$ cat config.mk
export PLATFORM = sky130hd
export DESIGN_NAME = seq_line_decoder_flat
export DESIGN_NICKNAME = d
export VERILOG_FILES = /design/src/rtl/seq_line_decoder_if.sv /design/src/rtl/seq_line_decoder.sv /design/src/flat_wrapper.sv
export SDC_FILE = /design/constraint.sdc
export NUM_CORES = 1
export LEC_CHECK = 0
export BUFFER_PORTS_ARGS = -buffer_cell sky130_fd_sc_hd__buf_2
export CAP_MARGIN = 20
export CORE_AREA = 2 2 51 63
export CTS_BUF_LIST = sky130_fd_sc_hd__clkbuf_4
export DETAILED_ROUTE_END_ITERATION = 10
export DIE_AREA = 0 0 53 65
export GPL_TIMING_DRIVEN = 0
export HOLD_SLACK_MARGIN = 0.02
export PLACE_DENSITY = 0.78
export SYNTH_ARGS = -nofsm -noshare
export SYNTH_HDL_FRONTEND = slang
export SYNTH_SLANG_ARGS = --single-unit
$ cat constraint.sdc
create_clock -name wb_clk_i -period 2.4 [get_ports wb_clk_i]
set_input_delay 0.24 -clock wb_clk_i [delete_from_list [all_inputs] [get_ports wb_clk_i]]
set_output_delay 0.24 -clock wb_clk_i [all_outputs]
set_load 0.01 [all_outputs]
$ cat src/rtl/seq_line_decoder_if.sv
// Pad-side bus of seq_line_decoder.
// The master drives the address and gate pads; the slave returns the decoded lines and status.
interface seq_line_decoder_if #(
    parameter int unsigned AW  = 3,
    parameter int unsigned GW  = 3,
    parameter int unsigned EVW = 16
);
    logic [AW-1:0]      a_i;
    logic [GW-1:0]      g_i;
    logic [(2**AW)-1:0] y_n_o;
    logic               valid_o;
    logic [AW-1:0]      idx_o;
    logic [EVW-1:0]     evt_cnt_o;

    modport master (
        output a_i,
        output g_i,
        input  y_n_o,
        input  valid_o,
        input  idx_o,
        input  evt_cnt_o
    );

    modport slave (
        input  a_i,
        input  g_i,
        output y_n_o,
        output valid_o,
        output idx_o,
        output evt_cnt_o
    );
endinterface

$ cat src/rtl/seq_line_decoder.sv
// Registered AW-to-2^AW active-low line decoder with pad synchronisers and pulse stretch.
// Optional select-event counter is enabled by defining SEQ_DEC_EVCNT_EN.
module seq_line_decoder #(
    parameter int unsigned    AW          = 3,
    parameter int unsigned    GW          = 3,
    parameter logic [GW-1:0]  G_ACTIVE    = GW'(3'b100),
    parameter int unsigned    SYNC_STAGES = 2,
    parameter int unsigned    STRETCH     = 4,
    parameter int unsigned    EVW         = 16
) (
    input  logic              wb_clk_i,
    input  logic              wb_rst_i,
    seq_line_decoder_if.slave bus
);

    localparam int unsigned OUTS = 2**AW;
    localparam int unsigned CW   = 8;
    localparam logic [CW-1:0] HOLD_INIT = (STRETCH == 0) ? '0 : CW'(STRETCH - 1);

    generate
        if (SYNC_STAGES < 1) begin : g_bad_sync
            $error("seq_line_decoder: SYNC_STAGES must be at least 1");
        end
        if (STRETCH > 255) begin : g_bad_stretch
            $error("seq_line_decoder: STRETCH must be in 0..255");
        end
    endgenerate

    typedef enum logic [1:0] {
        S_IDLE   = 2'd0,
        S_ACTIVE = 2'd1,
        S_HOLD   = 2'd2
    } state_t;

    logic [AW-1:0]   r_a_sync [SYNC_STAGES];
    logic [GW-1:0]   r_g_sync [SYNC_STAGES];
    logic [AW-1:0]   w_a_s;
    logic            w_match;

    state_t          r_state;
    state_t          w_state_nxt;
    logic [AW-1:0]   r_idx;
    logic [AW-1:0]   w_idx_nxt;
    logic [CW-1:0]   r_cnt;
    logic [CW-1:0]   w_cnt_nxt;
    logic            w_evt_inc;

    logic [OUTS-1:0] w_y_n_nxt;
    logic [OUTS-1:0] r_y_n;
    logic            r_valid;

    // Pad synchronisers: plain flop chains, last stage feeds the FSM.
    always_ff @(posedge wb_clk_i) begin
        if (!wb_rst_i) begin
            for (int i = 0; i < int'(SYNC_STAGES); i++) begin
                r_a_sync[i] <= '0;
                r_g_sync[i] <= '0;
            end
        end else begin
            r_a_sync[0] <= bus.a_i;
            r_g_sync[0] <= bus.g_i;
            for (int i = 1; i < int'(SYNC_STAGES); i++) begin
                r_a_sync[i] <= r_a_sync[i-1];
                r_g_sync[i] <= r_g_sync[i-1];
            end
        end
    end

    assign w_a_s   = r_a_sync[SYNC_STAGES-1];
    assign w_match = (r_g_sync[SYNC_STAGES-1] == G_ACTIVE);

    // State, selected index and stretch counter.
    always_ff @(posedge wb_clk_i) begin
        if (!wb_rst_i) begin
            r_state <= S_IDLE;
            r_idx   <= '0;
            r_cnt   <= '0;
        end else begin
            r_state <= w_state_nxt;
            r_idx   <= w_idx_nxt;
            r_cnt   <= w_cnt_nxt;
        end
    end

    // Next-state logic; a gate drop wins over a simultaneous address change.
    always_comb begin
        w_state_nxt = r_state;
        w_idx_nxt   = r_idx;
        w_cnt_nxt   = r_cnt;
        w_evt_inc   = 1'b0;
        case (r_state)
            S_IDLE: begin
                if (w_match) begin
                    w_state_nxt = S_ACTIVE;
                    w_idx_nxt   = w_a_s;
                    w_evt_inc   = 1'b1;
                end
            end
            S_ACTIVE: begin
                if (w_match) begin
                    if (w_a_s != r_idx) begin
                        w_idx_nxt = w_a_s;
                        w_evt_inc = 1'b1;
                    end
                end else if (STRETCH == 0) begin
                    w_state_nxt = S_IDLE;
                end else begin
                    w_state_nxt = S_HOLD;
                    w_cnt_nxt   = HOLD_INIT;
                end
            end
            S_HOLD: begin
                if (w_match) begin
                    w_state_nxt = S_ACTIVE;
                    w_idx_nxt   = w_a_s;
                    w_evt_inc   = (w_a_s != r_idx);
                end else if (r_cnt == '0) begin
                    w_state_nxt = S_IDLE;
                end else begin
                    w_cnt_nxt = CW'(r_cnt - 1'b1);
                end
            end
            default: begin
                w_state_nxt = S_IDLE;
            end
        endcase
    end

    // Decoded lines come from the next index, so a switch moves the single low bit atomically.
    always_comb begin
        w_y_n_nxt = '1;
        if (w_state_nxt != S_IDLE) begin
            w_y_n_nxt[w_idx_nxt] = 1'b0;
        end
    end

    always_ff @(posedge wb_clk_i) begin
        if (!wb_rst_i) begin
            r_y_n   <= '1;
            r_valid <= 1'b0;
        end else begin
            r_y_n   <= w_y_n_nxt;
            r_valid <= (w_state_nxt != S_IDLE);
        end
    end

    assign bus.y_n_o   = r_y_n;
    assign bus.valid_o = r_valid;
    assign bus.idx_o   = r_idx;

`ifdef SEQ_DEC_EVCNT_EN
    logic [EVW-1:0] r_evt;

    // Free-running select counter, wraps without saturation.
    always_ff @(posedge wb_clk_i) begin
        if (!wb_rst_i) begin
            r_evt <= '0;
        end else if (w_evt_inc) begin
            r_evt <= EVW'(r_evt + 1'b1);
        end
    end

    assign bus.evt_cnt_o = r_evt;
`else
    logic w_unused_evt_inc;

    assign w_unused_evt_inc = w_evt_inc;
    assign bus.evt_cnt_o    = '0;
`endif

endmodule

$ cat src/flat_wrapper.sv
// flat-port wrapper written by rule: the top's interface ports become plain ports
module seq_line_decoder_flat 
#(
    parameter int unsigned    AW          = 3,
    parameter int unsigned    GW          = 3,
    parameter logic [GW-1:0]  G_ACTIVE    = GW'(3'b100),
    parameter int unsigned    SYNC_STAGES = 2,
    parameter int unsigned    STRETCH     = 4,
    parameter int unsigned    EVW         = 16
)
  (wb_clk_i, wb_rst_i, bus_a_i, bus_g_i, bus_y_n_o, bus_valid_o, bus_idx_o, bus_evt_cnt_o);
  seq_line_decoder_if #(.AW(AW), .GW(GW), .EVW(EVW)) bus_i ();
  input  logic wb_clk_i;
  input  logic wb_rst_i;
  input wire logic [$bits(bus_i.a_i)-1:0] bus_a_i;
  input wire logic [$bits(bus_i.g_i)-1:0] bus_g_i;
  output wire logic [$bits(bus_i.y_n_o)-1:0] bus_y_n_o;
  output wire logic [$bits(bus_i.valid_o)-1:0] bus_valid_o;
  output wire logic [$bits(bus_i.idx_o)-1:0] bus_idx_o;
  output wire logic [$bits(bus_i.evt_cnt_o)-1:0] bus_evt_cnt_o;
  assign bus_i.a_i = bus_a_i;
  assign bus_i.g_i = bus_g_i;
  assign bus_y_n_o = bus_i.y_n_o;
  assign bus_valid_o = bus_i.valid_o;
  assign bus_idx_o = bus_i.idx_o;
  assign bus_evt_cnt_o = bus_i.evt_cnt_o;
  seq_line_decoder #(.AW(AW), .GW(GW), .G_ACTIVE(G_ACTIVE), .SYNC_STAGES(SYNC_STAGES), .STRETCH(STRETCH), .EVW(EVW)) u_core (.wb_clk_i(wb_clk_i), .wb_rst_i(wb_rst_i), .bus(bus_i));
endmodule
# Word-level counts from Yosys, hierarchy flattened
# Memory sizes are Yosys's and may differ from the RTL's.
# Index checks and enable logic that the tools add are counted.
[op_classes] n_reduce_logical=8 n_eq_ne=7 n_mux=21 n_bitwise=5 n_addsub=1 n_lt_le_gt_ge=2
[ops] operator="$mux W8" n=3
[ops] operator="$mux W3" n=7
[ops] operator="$pmux W8 S2" n=1
[ops] operator="$logic_not A8 Y1" n=1
[ops] operator="$mux W2" n=4
[ops] operator="$not A8 Y8" n=1
[ops] operator="$sub A8 B1 Y8 const B" n=1
[ops] operator="$ne A2 B2 Y1 const B" n=3
[ops] operator="$pmux W2 S3" n=1
[ops] operator="$pmux W3 S2" n=1
[ops] operator="$lt A3 B4 Y1 const B" n=1
[ops] operator="$or A1 B1 Y1" n=4
[ops] operator="$reduce_and A4 Y1" n=1
[ops] operator="$reduce_bool A2 Y1" n=2
[ops] operator="$demux W1 S3" n=1
[ops] operator="$eq A3 B3 Y1 const B" n=1
[ops] operator="$ge A3 B1 Y1 const B" n=1
[ops] operator="$mux W1" n=3
[ops] operator="$ne A3 B3 Y1" n=1
[ops] operator="$eq A2 B1 Y1 const B" n=1
[ops] operator="$eq A2 B2 Y1 const B" n=1
[ops] operator="$logic_not A2 Y1" n=1
[ops] operator="$reduce_and A2 Y1" n=1
[ops] operator="$reduce_or A2 Y1" n=1
[ops] operator="$logic_and A1 B1 Y1" n=1
[word_totals] in_bits=8 elab_cells=51 mem_bits_rw=12 mem_count=2 reg_bits=22
[memory_table] name="u_core.r_a_sync" words=2 width=3 read_ports=2 rd_ports_with_merged_regs=0 write_ports=2 line="seq_line_decoder.sv:35" source="logic [AW-1:0] r_a_sync [SYNC_STAGES];"
[memory_table] name="u_core.r_g_sync" words=2 width=3 read_ports=2 rd_ports_with_merged_regs=0 write_ports=2 line="seq_line_decoder.sv:36" source="logic [GW-1:0] r_g_sync [SYNC_STAGES];"

# Logic depth before layout (Yosys ltp)
# Gate-level depths: netlist of the first run.
# An unclocked memory read counts as a cell.
[logic_depth] depth_word=10 ltp_mapped=6 mapped_depth_nobuf=6

# Least setup slack after synthesis of the first run
# Ideal clock, no wire load.
[synth_path] path_kind="register -> register" from="register u_core.r_cnt[2]" to="register u_core.r_cnt[3]" synth_period_minus_slack_ps=1697 required_time_ps=2279 setup_slack_ps=703 arrival_time_ps=1576 n_path_buf=0 stages_incl_launch_ff=5 cell_sequence="dfxtp_1 -> or4_4 -> o311ai_4 -> a21oi_1 -> mux2i_1"
[synth_between] elab_chain_len=4 elab_cells_between_ends=7
[synth_lines] item="from (decl)" line="seq_line_decoder.sv:44" source="logic [CW-1:0] r_cnt;"
[synth_lines] item="from (signal assigned)" line="seq_line_decoder.sv:81" source="r_cnt <= w_cnt_nxt;"
[synth_lines] item="$sub A8 B1 Y8" line="seq_line_decoder.sv:120" source="w_cnt_nxt = CW'(r_cnt - 1'b1);"
[synth_lines] item="$mux W8" line="seq_line_decoder.sv:117" source="end else if (r_cnt == '0) begin"
[synth_lines] item="$mux W8" line="seq_line_decoder.sv:113" source="if (w_match) begin"
[synth_lines] item="$pmux W8 S2" line="seq_line_decoder.sv:91" source="case (r_state)"
# Several ways; a longest one is shown, not always the timed one. The select of a mux whose other input is x is not followed.
# A chain may end at the register's enable or synchronous reset.

==> results.yml, run 1 <==
run_status:
  status: "finished, final reports clean"
clocking:
  htreeDepth: 2
  path_clk_slew_ns: 0.09
  cts_root_buffer: "clkbuf_4"
  post_cts_buffers: 0
  cts_tree: "yes"
  hold_buffers: 0
  cts_made_buffers: 5
  clk_path_buf_depth: 2
  cts.sinks: 34
  insertion_delay_ns: 0.33
  cts_resized: 0
hold_path:
  hold_path.class: "primary input to flip-flop"
power:
  vdd_drop_max_mv: 0.530
  p_per_area_nw_per_um2: 625
  finalPower_mw: 1.10
  p_leak_nw: 0.777
route:
  antenna_left: 0
  drtPass1Iterations: 4
  vias_per_cell: 4.76
  routedWlPerCell_um: 11.7
  drc: 0
  vias: 1109
  postRouteWirelength_um: 2720
  drt-initial-drc-count: 14
synthesis:
  yosysSeqAreaShare: 0.458
  syn_area_um2: 1490
  netlist_instances: 156
  yosys_warnings: 0
  synth.distinct_cells: 34
  ys_ff_latch: 34
  syn_avg_cell_area_um2: 9.54
critical_path:
  path_cells: "nor3b_1 > clkbuf_1 > a21boi_0 > a21oi_2 > nand3_1"
  crit_required_ns: 2.59
  cp.arrival_ns: 2.17
  r2r_slack_ns: 0.43
  critical_path.max_fanout: 10
  cp-start-kind: "flip-flop"
  crit_type: "flip-flop to flip-flop"
  cp_slowest_stage_delay_ns: 0.42
  end_kind: "flip-flop"
  cpMaxStageDelayCell: "clkbuf_1"
timing:
  fin_crit_sh: 0.821
  hold_violations: 0
  rsz0062_at_grt: "no"
  hold-worst-slack_ns: 0.104
  max-slew-margin-rel: 0.574
  setup_ws_ns: 0.429
  tightestPinTransition_ns: 0.621
  setup-tns-final_ns: 0
  drv_slew: 0
  max_freq_mhz: 507
  min_period_ns: 1.97
  setup_viol: 0
  skew_ns: 0.00336
floorplan:
  dieArea_um2: 3450
  dieWidth_um: 53
  dieHeight_um: 65
  ioPinCount: 36
  initial_core_util: 0.515
  fp.coreArea_um2: 2890
  num_rows: 22
finish:
  multi_input_area_um2: 709
  seq_area_um2: 681
  drive_gt1_frac: 0.274
  diodes: 0
  fin_util: 0.607
  layout.nets: 207
  syn_to_final_growth_pct: 18.0
  fill_cells: 277
place:
  io_buffers: 19
  gp_congestion: 0.782
  pre_cts_ws_ns: 0.419
  dp_hpwl_um: 2000
global_routing:
  globalRouteOverflowTotal: 0
  grt_pass1_vias: 1010
  grt_usage: 0.183
  grt_use_met1: 0.181
  grt_max_degree: 11
  grt_util_met2: 0.330
  antenna_found_initial: 0
  grt.busiest_layer: "met2"
  grt_pass1_wl_um: 4440
  grtUsageMet3: 0.0484
run:
  cap_violations: 0
[cells in the mapped netlist]
| master | instances | area, µm² |
|---|---|---|
| nor3b_1 | 1 | 7.51 |
| dfxtp_1 | 34 | 681 |
| ha_1 | 2 | 25.0 |
| or3b_2 | 1 | 8.76 |
| or2_2 | 1 | 6.26 |
| or4_2 | 2 | 17.5 |
| or2b_2 | 1 | 8.76 |
| a211oi_2 | 1 | 12.5 |
| nand2_1 | 12 | 45.0 |
| clkbuf_1 | 4 | 15.0 |
| or4_4 | 1 | 11.3 |
| mux2i_1 | 9 | 90.1 |
| nor3_1 | 3 | 15.0 |
| o311ai_4 | 1 | 26.3 |
| a21oi_1 | 6 | 30.0 |
| inv_1 | 5 | 18.8 |
| a21boi_0 | 2 | 15.0 |
| and2_1 | 12 | 75.1 |
| o311a_2 | 1 | 11.3 |
| o21ai_0 | 3 | 15.0 |
| nand4b_1 | 1 | 8.76 |
| nor4_1 | 1 | 6.26 |
| nand2b_1 | 10 | 62.6 |
| a21boi_2 | 1 | 11.3 |
| buf_4 | 16 | 120 |
| o21a_1 | 1 | 7.51 |
| nand3b_1 | 4 | 30.0 |
| nor2_1 | 6 | 22.5 |
| o31ai_1 | 1 | 7.51 |
| conb_1 | 1 | 3.75 |
| nand3_1 | 9 | 45.0 |
| mux2_2 | 1 | 11.3 |
| or3_2 | 1 | 7.51 |
| a21oi_2 | 1 | 8.76 |
[per-layer routing]
| metal | wire length, µm | vias to the layer above |
|---|---|---|
| met4 | 64 | 0 |
| li1 | - | 574 |
| met3 | 116 | 7 |
| met1 | 1080 | 505 |
| met2 | 1460 | 23 |
| met5 | 0 | - |
[state kept, by name, indices dropped and copies added, names as in the netlist]
signal and count:
u_core.bus.y_n_o 8, u_core.r_cnt 8, u_core.r_a_sync 6, u_core.r_g_sync 6, u_core.bus.idx_o 3, u_core.r_state 2, u_core.bus.valid_o 1
[power by group]
part	switching (mW)	internal [mW]	leakage [nW]
sequential	0.00952	0.580	0.277
clock	0.182	0.210	0.0387
combinational	0.0603	0.0546	0.461
total	0.252	0.845	0.777
[per-stage QoR]
stage / cells / instance area (µm²)
floorplan: 171 / 1540
global placement: 226 / 1680
detailed placement: 226 / 1680
CTS: 233 / 1760
global route: 233 / 1760
finish: 233 / 1760
[area by class of cell]
class                   instances  share of cell area
plain buffers                  20              0.0770
inverters                       5              0.0107
clock inverters                 2              0.0192
repair buffers                 19              0.0542
well taps                      36              0.0257
clock buffers                   5              0.0214
flip-flops and latches         34               0.388
multi-input cells             112               0.404
[layout by cell type (no fill, tap or decap), drive strengths merged, types with 4 or more instances in the layout]
cell	count
inv	5
nand3b	4
clkbuf	9
and2	12
dfxtp	34
nand2	12
a21oi	7
buf	35
nand2b	10
nand3	9
mux2i	9
nor2	6
conb	16
[worst paths after layout]
| path | start | to | cells past startpoint |
|---|---|---|---|
| worst max-delay path | u_core.r_g_sync[0][4]$_SDFF_PN0_ | u_core.bus.y_n_o[0]$_SDFF_PN1_ | 5 |
| worst max register to register | u_core.r_g_sync[0][4]$_SDFF_PN0_ | u_core.bus.y_n_o[0]$_SDFF_PN1_ | 5 |
| worst min register to register | u_core.r_g_sync[0][2]$_SDFF_PN0_ | u_core.r_g_sync[0][5]$_SDFF_PN0_ | 1 |
| worst min-delay path | bus_a_i[2] | u_core.r_a_sync[0][2]$_SDFF_PN0_ | 2 |
[logic make-up after synthesis]
group	after synthesis	synth area share
adder cells (fa/ha/maj)	2	0.0168
other	1	0.00252
flip-flops	34	0.458
buffers and inverters	25	0.103
multiplexers	10	0.0681
AO/OA/AOI/OAI	18	0.0976
AND/OR/NAND/NOR	66	0.254
[critical path, delay by kind of cell, from the launching register on]
family	cells	cell delay (ns)
AOI/OAI and AO/OA	2	0.60
and+or+nand+nor	2	0.49
DFF	1	0.32
buffers and inverters	1	0.42
(Power assumes the default switching activity.)
==> inputs of run 2 (changes only) <==
==> constraint.sdc (replaced) <==
create_clock -name wb_clk_i -period 1.9 [get_ports wb_clk_i]
set_input_delay 0.19 -clock wb_clk_i [delete_from_list [all_inputs] [get_ports wb_clk_i]]
set_output_delay 0.19 -clock wb_clk_i [all_outputs]
set_load 0.01 [all_outputs]
==> run 2 against run 1 <==
Net effect:
- combinational power rose by 30%
- count of clock-buffer cells in the layout unchanged
- total power up 27%
- final area rose by 2.4%
- register-to-register slack got worse by 0.26 ns
- first-iteration DRC count rose by 93%
- critical endpoint is now u_core.r_cnt[0]$_SDFFE_PN0P_
- largest power group unchanged
==> results.yml, run 2 (same netlist as run 1, synthesis figures left out) <==
run_status:
  status: "finished, final reports clean"
hold_path:
  hold_path_startpoint: "bus_a_i[2]"
  worstHoldPathCells: 2
  hold_path.class: "primary input to flip-flop"
  hold_end: "u_core.r_a_sync[0][2]$_SDFF_PN0_"
timing:
  hold_violations: 0
  min_period_ns: 1.73
  setup_ws_ns: 0.171
  setup_viol: 0
  skew_ns: 0.00350
  max_freq_mhz: 578
  rsz0062_at_grt: "no"
  fin_crit_sh: 0.910
  drv_slew: 0
critical_path:
  cp-startpoint: "u_core.r_cnt[2]$_SDFFE_PN0P_"
  crit_required_ns: 2.12
  crit-reg2reg-capture: "u_core.r_cnt[0]$_SDFFE_PN0P_"
  crit_type: "flip-flop to flip-flop"
  cp.arrival_ns: 1.95
  critical_path.max_fanout: 6
  path_cells: "or4_4 > nor4_2 > o21ai_0 > o311a_2"
  worstRegToRegCells: 4
  cpLargestDelayFamily: "simple AND/OR/NAND/NOR gates"
  crit_buf_inv: 0
  cp-start-kind: "flip-flop"
  cpMaxStageDelayCell: "or4_4"
  r2r_slack_ns: 0.17
  end_kind: "flip-flop"
  rr_startpoint: "u_core.r_cnt[2]$_SDFFE_PN0P_"
  cp_slowest_stage_delay_ns: 0.59
route:
  vias_per_cell: 4.82
  drtPass1Iterations: 4
  drc: 0
  vias: 1133
  antenna_left: 0
  routedWlPerCell_um: 11.8
  drt-initial-drc-count: 27
  postRouteWirelength_um: 2780
finish:
  syn_to_final_growth_pct: 20.8
  layout_commonest_cell: "dfxtp_1"
  drive_gt1_frac: 0.307
  layout.cells.most_common_list: "dfxtp_1, buf_2, buf_4, conb_1"
  fin_util: 0.622
  diodes: 0
  layout.nets: 209
clocking:
  cts_tree: "yes"
  htreeDepth: 2
  cts.sinks: 34
  clk_path_buf_depth: 2
  cts_made_buffers: 5
  insertion_delay_ns: 0.33
  cts_root_buffer: "clkbuf_4"
  path_clk_slew_ns: 0.09
global_routing:
  globalRouteOverflowTotal: 0
  grt_pass1_vias: 1018
  grt_pass1_wl_um: 4450
  grt_usage: 0.185
  antenna_found_initial: 0
  grt_max_degree: 11
floorplan:
  dieHeight_um: 65
  dieWidth_um: 53
  num_rows: 22
  fp.coreArea_um2: 2890
  initial_core_util: 0.515
  ioPinCount: 36
  dieArea_um2: 3450
power:
  p_per_area_nw_per_um2: 775
  vdd_drop_max_mv: 0.702
  p_leak_nw: 0.793
run:
  cap_violations: 0
place:
  dp_hpwl_um: 2000
  gp_congestion: 0.782
  io_buffers: 19
  pre_cts_ws_ns: -0.0814
## run 2: cell types whose count changed in the layout (fill, tap and decap cells not counted), sizes merged
cell  previous run  this run
buf             35        37
## run 2: power breakdown
part / total [mW] / leakage, nW / internal (mW) / switching (mW)
combinational: 0.150 / 0.477 / 0.0721 / 0.0775
sequential: 0.746 / 0.277 / 0.733 / 0.0130
clock: 0.496 / 0.0387 / 0.266 / 0.231
## run 2: worst reg2reg max path, delay by kind of cell (launching register included)
family / cells / cell delay [ns]
and+or+nand+nor: 2 / 0.96
AOI/OAI and AO/OA: 2 / 0.30
DFF: 1 / 0.37
## run 2: how the worst max path moves through the flow
stage,endpoint,slack (ns),cells past startpoint
floorplan,u_core.r_cnt[3]$_SDFFE_PN0P_,0.20,4
global placement,u_core.bus.y_n_o[0]$_SDFF_PN1_,0.07,5
detailed placement,u_core.bus.y_n_o[2]$_SDFF_PN1_,-0.08,5
CTS,u_core.r_cnt[0]$_SDFFE_PN0P_,0.03,4
global route,u_core.r_cnt[2]$_SDFFE_PN0P_,0.05,6
finish,u_core.r_cnt[0]$_SDFFE_PN0P_,0.17,4
## run 2: per-layer routing
| metal | up-vias | global-route usage | share of wire |
|---|---|---|---|
| met5 | - | 0 | 0 |
| met4 | 0 | 0.106 | 0.023 |
| met3 | 8 | 0.0484 | 0.039 |
| met2 | 21 | 0.339 | 0.54 |
| met1 | 525 | 0.177 | 0.39 |
| li1 | 579 | - | - |
## run 2: what timing repair did
| item | 4_1_cts | 5_1_grt |
|---|---|---|
| gates resized for setup | 2 | 6 |
| setup endpoints to repair | 12 | 10 |
| hold buffers | 0 | 0 |
| gates cloned | 0 | 0 |
| pin swaps | 1 | 0 |
| setup buffers | 2 | 0 |
| hold endpoints to repair | 0 | 0 |
## run 2: metrics by stage
step / instance area [µm²] / setup TNS (ns) / power [mW] / std cells / hold WS, ns
2_1_floorplan: 1540 / 0 / 0.875 / 171 / 0.312
3_5_place_dp: 1680 / -0.454 / 0.905 / 226 / 0.400
6_report: 1800 / 0 / 1.39 / 235 / 0.0544
4_1_cts: 1780 / 0 / 1.40 / 235 / 0.0432
3_3_place_gp: 1680 / 0 / 0.898 / 226 / 0.395
5_1_grt: 1800 / 0 / 1.46 / 235 / 0.0349
## run 2: area by class of cell
class                   count  area (µm²)
fillers                   275        1090
flip-flops and latches     34         681
clock buffers               5        37.5
plain buffers              20         138
multi-input cells         112         733
well taps                  36        45.0
inverters                   5        18.8
clock inverters             2        33.8
repair buffers             21         110
